### src/rtl/peripheral_arbiter_if.sv
// peripheral_arbiter_if
// Bundles the two requester ports and the bridge handshake of the
// peripheral arbiter into one interface.
//   slave  : arbiter view (takes requests, drives responses and the bridge)
//   master : environment view (requesters and bridge)
// Ports per requester n (0 = memory stage, 1 = debug/DMA):
//   reqn_start/address/write/data_in/wstrb  request and its fields
//   reqn_data_out/done/error                response
// Bridge: peri_start/address/write/data_in/wstrb/cache_ready out of the
//   arbiter, peri_data_out/done into it. grant is a debug view of the
//   current or most recent grant.
interface peripheral_arbiter_if;
  logic        req0_start;
  logic [31:0] req0_address;
  logic        req0_write;
  logic [31:0] req0_data_in;
  logic [3:0]  req0_wstrb;
  logic [31:0] req0_data_out;
  logic        req0_done;
  logic        req0_error;

  logic        req1_start;
  logic [31:0] req1_address;
  logic        req1_write;
  logic [31:0] req1_data_in;
  logic [3:0]  req1_wstrb;
  logic [31:0] req1_data_out;
  logic        req1_done;
  logic        req1_error;

  logic        peri_start;
  logic [31:0] peri_address;
  logic        peri_write;
  logic [31:0] peri_data_in;
  logic [3:0]  peri_wstrb;
  logic [31:0] peri_data_out;
  logic        peri_done;
  logic        peri_cache_ready;

  logic        grant;

  modport slave (
    input  req0_start, req0_address, req0_write, req0_data_in, req0_wstrb,
    output req0_data_out, req0_done, req0_error,
    input  req1_start, req1_address, req1_write, req1_data_in, req1_wstrb,
    output req1_data_out, req1_done, req1_error,
    output peri_start, peri_address, peri_write, peri_data_in, peri_wstrb,
    input  peri_data_out, peri_done,
    output peri_cache_ready,
    output grant
  );

  modport master (
    output req0_start, req0_address, req0_write, req0_data_in, req0_wstrb,
    input  req0_data_out, req0_done, req0_error,
    output req1_start, req1_address, req1_write, req1_data_in, req1_wstrb,
    input  req1_data_out, req1_done, req1_error,
    input  peri_start, peri_address, peri_write, peri_data_in, peri_wstrb,
    output peri_data_out, peri_done,
    input  peri_cache_ready,
    input  grant
  );
endinterface

### src/rtl/peripheral_arbiter.sv
// peripheral_arbiter
// Round-robin arbiter and sequencer in front of the single-outstanding
// peripheral bridge. Grants one of two requesters, rejects addresses
// outside the peripheral window, runs the START/DONE/CACHE_READY
// handshake and bounds each bridge access with a timeout.
// Ports:
//   clk  : clock
//   rst  : synchronous active-high reset
//   bus  : peripheral_arbiter_if.slave (requesters, bridge, grant)
//
// state   | meaning
// --------+-----------------------------------------------------------
// IDLE    | waiting for a request; grants and checks the window
// ERRRESP | window miss; error response to the granted port
// BUSY    | bridge access in flight; timeout counter running
// DRAIN   | timed out, error already returned; waiting for bridge DONE
// RELEASE | CACHE_READY high until bridge DONE drops; then respond
module peripheral_arbiter #(
  parameter logic [31:0] PERI_BASE      = 32'h8000_0000,
  parameter logic [31:0] PERI_SIZE      = 32'h1000_0000,
  parameter int unsigned TIMEOUT_CYCLES = 1024,
  parameter logic [31:0] ERR_DATA       = 32'hDEAD_BEEF
) (
  input logic           clk,
  input logic           rst,
  peripheral_arbiter_if.slave bus
);

  typedef enum logic [2:0] {IDLE, ERRRESP, BUSY, DRAIN, RELEASE} state_t;

  localparam logic        TO_ENABLE = (TIMEOUT_CYCLES != 0);
  localparam logic [31:0] TO_LAST   = 32'(TIMEOUT_CYCLES - 1);

  state_t state_q, state_d;
  logic        grant_q, grant_d;
  logic [31:0] cnt_q, cnt_d;
  logic        pend_q, pend_d;
  logic        start_q, start_d;
  logic        cr_q, cr_d;
  logic [31:0] addr_q, addr_d;
  logic        write_q, write_d;
  logic [31:0] wdata_q, wdata_d;
  logic [3:0]  wstrb_q, wstrb_d;
  logic [1:0]        done_q, done_d;
  logic [1:0]        err_q, err_d;
  logic [1:0][31:0]  dout_q, dout_d;

  logic        any_req, sel;
  logic [31:0] sel_addr, sel_wdata;
  logic        sel_write;
  logic [3:0]  sel_wstrb;
  logic        in_win;

  // Tie goes to the port that did not win last time.
  assign any_req   = bus.req0_start | bus.req1_start;
  assign sel       = (bus.req0_start && bus.req1_start) ? ~grant_q : bus.req1_start;
  assign sel_addr  = sel ? bus.req1_address : bus.req0_address;
  assign sel_write = sel ? bus.req1_write   : bus.req0_write;
  assign sel_wdata = sel ? bus.req1_data_in : bus.req0_data_in;
  assign sel_wstrb = sel ? bus.req1_wstrb   : bus.req0_wstrb;
  // Unsigned wrap makes addresses below the base fail the compare too.
  assign in_win    = (sel_addr - PERI_BASE) < PERI_SIZE;

  always_ff @(posedge clk) begin
    if (rst) begin
      state_q <= IDLE;
      grant_q <= 1'b1;
      cnt_q   <= '0;
      pend_q  <= 1'b0;
      start_q <= 1'b0;
      cr_q    <= 1'b0;
      addr_q  <= '0;
      write_q <= 1'b0;
      wdata_q <= '0;
      wstrb_q <= '0;
      done_q  <= '0;
      err_q   <= '0;
      dout_q  <= '0;
    end else begin
      state_q <= state_d;
      grant_q <= grant_d;
      cnt_q   <= cnt_d;
      pend_q  <= pend_d;
      start_q <= start_d;
      cr_q    <= cr_d;
      addr_q  <= addr_d;
      write_q <= write_d;
      wdata_q <= wdata_d;
      wstrb_q <= wstrb_d;
      done_q  <= done_d;
      err_q   <= err_d;
      dout_q  <= dout_d;
    end
  end

  always_comb begin
    state_d = state_q;
    grant_d = grant_q;
    cnt_d   = cnt_q;
    pend_d  = pend_q;
    start_d = start_q;
    cr_d    = cr_q;
    addr_d  = addr_q;
    write_d = write_q;
    wdata_d = wdata_q;
    wstrb_d = wstrb_q;
    done_d  = '0;
    err_d   = '0;
    dout_d  = dout_q;

    case (state_q)
      IDLE: begin
        if (any_req) begin
          grant_d = sel;
          addr_d  = sel_addr;
          write_d = sel_write;
          wdata_d = sel_wdata;
          wstrb_d = sel_wstrb;
          if (in_win) begin
            state_d = BUSY;
            start_d = 1'b1;
            cnt_d   = '0;
            pend_d  = 1'b1;
          end else begin
            state_d = ERRRESP;
          end
        end
      end
      ERRRESP: begin
        done_d[grant_q] = 1'b1;
        err_d[grant_q]  = 1'b1;
        dout_d[grant_q] = ERR_DATA;
        state_d         = IDLE;
      end
      BUSY: begin
        cnt_d = cnt_q + 32'd1;
        if (bus.peri_done) begin
          if (!write_q) dout_d[grant_q] = bus.peri_data_out;
          start_d = 1'b0;
          cr_d    = 1'b1;
          state_d = RELEASE;
        end else if (TO_ENABLE && cnt_q == TO_LAST) begin
          // Answer the requester now; the bridge still owns the access.
          done_d[grant_q] = 1'b1;
          err_d[grant_q]  = 1'b1;
          dout_d[grant_q] = ERR_DATA;
          pend_d          = 1'b0;
          state_d         = DRAIN;
        end
      end
      DRAIN: begin
        if (bus.peri_done) begin
          start_d = 1'b0;
          cr_d    = 1'b1;
          state_d = RELEASE;
        end
      end
      RELEASE: begin
        if (!bus.peri_done) begin
          cr_d = 1'b0;
          if (pend_q) begin
            done_d[grant_q] = 1'b1;
            pend_d          = 1'b0;
          end
          state_d = IDLE;
        end
      end
      default: state_d = IDLE;
    endcase
  end

  assign bus.req0_done        = done_q[0];
  assign bus.req1_done        = done_q[1];
  assign bus.req0_error       = err_q[0];
  assign bus.req1_error       = err_q[1];
  assign bus.req0_data_out    = dout_q[0];
  assign bus.req1_data_out    = dout_q[1];
  assign bus.peri_start       = start_q;
  assign bus.peri_address     = addr_q;
  assign bus.peri_write       = write_q;
  assign bus.peri_data_in     = wdata_q;
  assign bus.peri_wstrb       = wstrb_q;
  assign bus.peri_cache_ready = cr_q;
  assign bus.grant            = grant_q;

endmodule
### src/flat_wrapper.sv
// flat-port wrapper written by rule: the top's interface ports become plain ports
module peripheral_arbiter_flat 
#(
  parameter logic [31:0] PERI_BASE      = 32'h8000_0000,
  parameter logic [31:0] PERI_SIZE      = 32'h1000_0000,
  parameter int unsigned TIMEOUT_CYCLES = 1024,
  parameter logic [31:0] ERR_DATA       = 32'hDEAD_BEEF
)
  (clk, rst, bus_req0_start, bus_req0_address, bus_req0_write, bus_req0_data_in, bus_req0_wstrb, bus_req0_data_out, bus_req0_done, bus_req0_error, bus_req1_start, bus_req1_address, bus_req1_write, bus_req1_data_in, bus_req1_wstrb, bus_req1_data_out, bus_req1_done, bus_req1_error, bus_peri_start, bus_peri_address, bus_peri_write, bus_peri_data_in, bus_peri_wstrb, bus_peri_data_out, bus_peri_done, bus_peri_cache_ready, bus_grant);
  peripheral_arbiter_if bus_i ();
  input logic clk;
  input logic rst;
  input wire logic [$bits(bus_i.req0_start)-1:0] bus_req0_start;
  input wire logic [$bits(bus_i.req0_address)-1:0] bus_req0_address;
  input wire logic [$bits(bus_i.req0_write)-1:0] bus_req0_write;
  input wire logic [$bits(bus_i.req0_data_in)-1:0] bus_req0_data_in;
  input wire logic [$bits(bus_i.req0_wstrb)-1:0] bus_req0_wstrb;
  output wire logic [$bits(bus_i.req0_data_out)-1:0] bus_req0_data_out;
  output wire logic [$bits(bus_i.req0_done)-1:0] bus_req0_done;
  output wire logic [$bits(bus_i.req0_error)-1:0] bus_req0_error;
  input wire logic [$bits(bus_i.req1_start)-1:0] bus_req1_start;
  input wire logic [$bits(bus_i.req1_address)-1:0] bus_req1_address;
  input wire logic [$bits(bus_i.req1_write)-1:0] bus_req1_write;
  input wire logic [$bits(bus_i.req1_data_in)-1:0] bus_req1_data_in;
  input wire logic [$bits(bus_i.req1_wstrb)-1:0] bus_req1_wstrb;
  output wire logic [$bits(bus_i.req1_data_out)-1:0] bus_req1_data_out;
  output wire logic [$bits(bus_i.req1_done)-1:0] bus_req1_done;
  output wire logic [$bits(bus_i.req1_error)-1:0] bus_req1_error;
  output wire logic [$bits(bus_i.peri_start)-1:0] bus_peri_start;
  output wire logic [$bits(bus_i.peri_address)-1:0] bus_peri_address;
  output wire logic [$bits(bus_i.peri_write)-1:0] bus_peri_write;
  output wire logic [$bits(bus_i.peri_data_in)-1:0] bus_peri_data_in;
  output wire logic [$bits(bus_i.peri_wstrb)-1:0] bus_peri_wstrb;
  input wire logic [$bits(bus_i.peri_data_out)-1:0] bus_peri_data_out;
  input wire logic [$bits(bus_i.peri_done)-1:0] bus_peri_done;
  output wire logic [$bits(bus_i.peri_cache_ready)-1:0] bus_peri_cache_ready;
  output wire logic [$bits(bus_i.grant)-1:0] bus_grant;
  assign bus_i.req0_start = bus_req0_start;
  assign bus_i.req0_address = bus_req0_address;
  assign bus_i.req0_write = bus_req0_write;
  assign bus_i.req0_data_in = bus_req0_data_in;
  assign bus_i.req0_wstrb = bus_req0_wstrb;
  assign bus_req0_data_out = bus_i.req0_data_out;
  assign bus_req0_done = bus_i.req0_done;
  assign bus_req0_error = bus_i.req0_error;
  assign bus_i.req1_start = bus_req1_start;
  assign bus_i.req1_address = bus_req1_address;
  assign bus_i.req1_write = bus_req1_write;
  assign bus_i.req1_data_in = bus_req1_data_in;
  assign bus_i.req1_wstrb = bus_req1_wstrb;
  assign bus_req1_data_out = bus_i.req1_data_out;
  assign bus_req1_done = bus_i.req1_done;
  assign bus_req1_error = bus_i.req1_error;
  assign bus_peri_start = bus_i.peri_start;
  assign bus_peri_address = bus_i.peri_address;
  assign bus_peri_write = bus_i.peri_write;
  assign bus_peri_data_in = bus_i.peri_data_in;
  assign bus_peri_wstrb = bus_i.peri_wstrb;
  assign bus_i.peri_data_out = bus_peri_data_out;
  assign bus_i.peri_done = bus_peri_done;
  assign bus_peri_cache_ready = bus_i.peri_cache_ready;
  assign bus_grant = bus_i.grant;
  peripheral_arbiter #(.PERI_BASE(PERI_BASE), .PERI_SIZE(PERI_SIZE), .TIMEOUT_CYCLES(TIMEOUT_CYCLES), .ERR_DATA(ERR_DATA)) u_core (.clk(clk), .rst(rst), .bus(bus_i));
endmodule
### config.mk
export PLATFORM = sky130hd
export DESIGN_NAME = peripheral_arbiter_flat
export DESIGN_NICKNAME = d
export VERILOG_FILES = /design/src/rtl/peripheral_arbiter_if.sv /design/src/rtl/peripheral_arbiter.sv /design/src/flat_wrapper.sv
export SDC_FILE = /design/constraint.sdc
export NUM_CORES = 1
export LEC_CHECK = 0
export ABC_AREA = 1
export BUFFER_PORTS_ARGS = -buffer_cell sky130_fd_sc_hd__buf_4
export CAP_MARGIN = 10
export CORE_UTILIZATION = 50
export DETAILED_ROUTE_END_ITERATION = 16
export PLACE_DENSITY = 0.81
export SETUP_SLACK_MARGIN = 0.5
export SLEW_MARGIN = 20
export SYNTH_ARGS = -nofsm -noshare
export SYNTH_HDL_FRONTEND = slang
export SYNTH_SLANG_ARGS = --single-unit
### constraint.sdc
create_clock -name clk -period 3.4 [get_ports clk]
set_input_delay 0.68 -clock clk [delete_from_list [all_inputs] [get_ports clk]]
set_output_delay 0.68 -clock clk [all_outputs]
set_load 0.02 [all_outputs]
==> reports/results.tsv <==
stage	metric	value	unit
route	drt-pass1-iter-count	8	
global_routing	grt_remaining_overflow	0	
route	route.detailed.vias_per_inst	5.295	
hold_path	hold_class	flop to flop	
sta	achievable-frequency	411.6	MHz
die	die_width	132.5	um
clock_network	cts_tree	built	
placed_design	post_dp_cell_area	10860	um2
clock_network	cts_inserted_buffers	17	
route	final_wirelength	28450	um
global_routing	grt_max_degree	73	
clock_network	clk_latency	440	ps
sta	period_minus_slack	2430	ps
layout	num-nets-final	1736	
sta	clock_skew	11.11	ps
clock_network	numClockSinks	176	
worst_setup_path	critical_path.reg2reg.startpoint	u_core.cnt_q[0]	
synth	seq_area_frac_synth	0.4137	
clock_network	cts_hold_repair.buffers	0	
sta	setup_tns	0	ps
clock_network	cts_root_buffer	clkbuf_16	
sta	setup_viol_count_final	0	
power_and_ir_drop	power_density	533.3	nW/um2
layout	final_design_area_no_fill	11440	um2
layout	fill_cells	1428	
hold_path	hp-start	u_core.bus.peri_start	
clock_network	path_clk_slew	70	ps
clock_network	cts_resized	0	
route	remaining_drc_errors	0	
clock_network	clock_path_buffers	2	
sta	max_slew_margin	0.4317	
synth	syn_area	8517	um2
worst_setup_path	worst-setup-path-type	flop to flop	
sta	final_cycle_utilization_of_the_critical_path	0.7146	
placed_design	dp.final_hpwl	20260	um
worst_setup_path	timing.critical_path.from_type	flop	
worst_setup_path	critical_path_data_arrival_time	2800	ps
sta	worst-slew-pin-transition	849.3	ps
placed_design	globalplace.congestion	0.9317	
global_routing	grt_first_pass_wirelength	44930	um
worst_setup_path	worst_setup_path_startpoint	u_core.cnt_q[0]	
die	initial_utilization	0.5136	
die	io_pins	315	
sta	final-max-slew-violation-count	0	
sta	rsz0062_at_grt	no	
clock_network	post-cts-setup-buffer-count	0	
global_routing	gr-usage-all-layers	0.3204	
synth	syn-num-nets	1467	
die	dieHeight	132.5	um
clock_network	h_tree_levels	4	
layout	final_core_utilization	0.6900	
route	drt-wirelength-per-cell	15.86	um
route	route.vias.total	9500	
synth	yosysWarningCount	0	
worst_setup_path	path_max_fanout	32	
layout	areaGrowthSynthToFinish	34.35	%
synth	synth_top_area_share	0.4137	
synth	synth_area_leader_cell	dfxtp_1	
synth	post_synth_inst_count	1291	
worst_setup_path	timing.critical_path.required	3770	ps
worst_setup_path	timing.critical_path.to_type	flop	
hold_path	min_path_cells	2	
die	core_area	16580	um2
synth	yosys.cell_types.count	31	
run_status	status	finished, final reports clean	
synth	per_instance_average_area_after_synthesis	6.597	um2
power_and_ir_drop	irDropWorstVdd	445.5	uV
sta	final-hold-violation-count	0	
route	ant_nets	0	
placed_design	port-buffer-count	314	
worst_setup_path	r2r.worst_path.cells	11	
power_and_ir_drop	power_leakage	0.005351	uW
die	die_area	17560	um2
global_routing	grt_antenna_before_repair	1	
layout	final_layout_size_suffix_gt1_frac	0.2467	
flow_run	maxCapViolCount	0	
synth	synth.area.top_cells	dfxtp_1, nand2_1, a21oi_1	
route	initialDrtViolationCount	693	
die	num_rows	47	
synth	ys_seq_elements	176	
global_routing	vias_in_the_first_global_route	8912	
power breakdown:
| group | switching, uW | total [uW] | internal [uW] |
|---|---|---|---|
| clock network | 892 | 1990 | 1100 |
| logic | 1030 | 1680 | 646 |
| registers | 129 | 2430 | 2300 |
| total | 2050 | 6100 | 4050 |
critical path, cell delays in order (launching register included):
cell and delay [ps]:
dfxtp_1 430, ha_1 260, nand2_2 100, nor2_4 210, nand2_4 100, nor2_2 120, nand2_2 110, nand2_4 270
nand3_4 390, nand2_1 180, nand2_1 70, nor2_1 120
area by class of cell:
cell class	instances	area [um2]	share of cell area
multi-input cells	933	4202	0.3672
flip-flops and latches	176	3523	0.3079
repair buffers	325	2452	0.2143
clock buffers	19	432.9	0.03783
inverters	107	402.9	0.03521
well taps	220	275.3	0.02406
clock inverters	13	151.4	0.01323
diodes	1	2.502	0.0002187
flip-flops by register name (all words and copies together), names as in the netlist:
register,count
u_core.bus.grant,1
u_core.bus.peri_address,32
u_core.bus.peri_cache_ready,1
u_core.bus.peri_data_in,32
u_core.bus.peri_start,1
u_core.bus.peri_write,1
u_core.bus.peri_wstrb,4
u_core.bus.req0_data_out,32
u_core.bus.req1_data_out,32
u_core.cnt_q,32
u_core.done_q,2
u_core.err_q,2
u_core.pend_q,1
u_core.state_q,3
cells in the final DEF, fill, tap and decap left out:
master	Yosys	routed
a21boi_0	1	1
a21oi_1	186	186
a221oi_1	1	1
a31oi_1	3	3
buf_12	0	1
buf_4	0	324
bufinv_16	0	2
clkbuf_1	40	2
clkbuf_16	0	17
clkinv_2	0	2
clkinvlp_4	0	3
dfxtp_1	176	176
diode_2	0	1
ha_1	1	1
inv_1	104	101
inv_2	3	5
inv_6	0	6
inv_8	0	1
nand2_1	361	361
nand2_2	5	5
nand2_4	2	2
nand3_1	79	79
nand3_2	2	2
nand3_4	2	2
nand3b_1	1	1
nand4_1	22	22
nand4_4	2	2
nor2_1	161	161
nor2_2	2	2
nor2_4	2	2
nor3_1	11	11
nor3_4	0	1
o21ai_0	78	78
o21ai_4	1	1
or2_2	8	8
xor2_1	1	1
kinds of logic after synthesis:
group,Yosys count,synth area share
compound gates,270,0.1612
xor+xnor,1,0.001029
fa+ha+maj,1,0.001469
buf+inv,182,0.09373
flops,176,0.4137
simple gates,661,0.3289
metal layers:
metal  up-vias  GRT usage  part of all wire
li1       4680          -                 -
met1      4338     0.3779              0.40
met2       410     0.5345              0.48
met3        72    0.08774             0.077
met4         0     0.1616             0.047
met5         -          0                 0
final timing paths:
path / end / slack (ps)
worst max-delay path: u_core.bus.req0_data_out[9] / 970
worst min-delay path: u_core.bus.peri_start / 460
worst max register to register: u_core.bus.req0_data_out[9] / 970
worst min register to register: u_core.bus.peri_start / 460
through the flow:
step | total power (uW) | hold WS, ps | cells | setup slack [ps]
after floorplan | 3446 | 439.8 | 1291 | 1598
after global placement | 4106 | 448.3 | 1761 | 829.9
after detailed placement | 4133 | 453.8 | 1761 | 776.9
after CTS | 6117 | 448.3 | 1793 | 971.9
after global routing | 6368 | 454.4 | 1794 | 753.8
final | 6102 | 461.7 | 1794 | 970.3
synth_stat cells:
master,number
nand3_4,2
ha_1,1
nand4_1,22
a21boi_0,1
nand3_2,2
nor3_2,1
nor3_1,11
o21ai_0,78
xor2_1,1
nand2_1,361
nand4_4,2
clkbuf_1,40
a31oi_1,3
a21oi_1,186
a221oi_1,1
inv_2,3
nand2_2,5
dfxtp_1,176
or2_2,8
nand3_1,79
buf_2,20
o21ai_4,1
nor2_2,2
nand2_4,2
nor2_1,161
buf_8,2
buf_6,9
nor2_4,2
buf_1,4
inv_1,104
nand3b_1,1
Power figures use the tool's default switching activity.
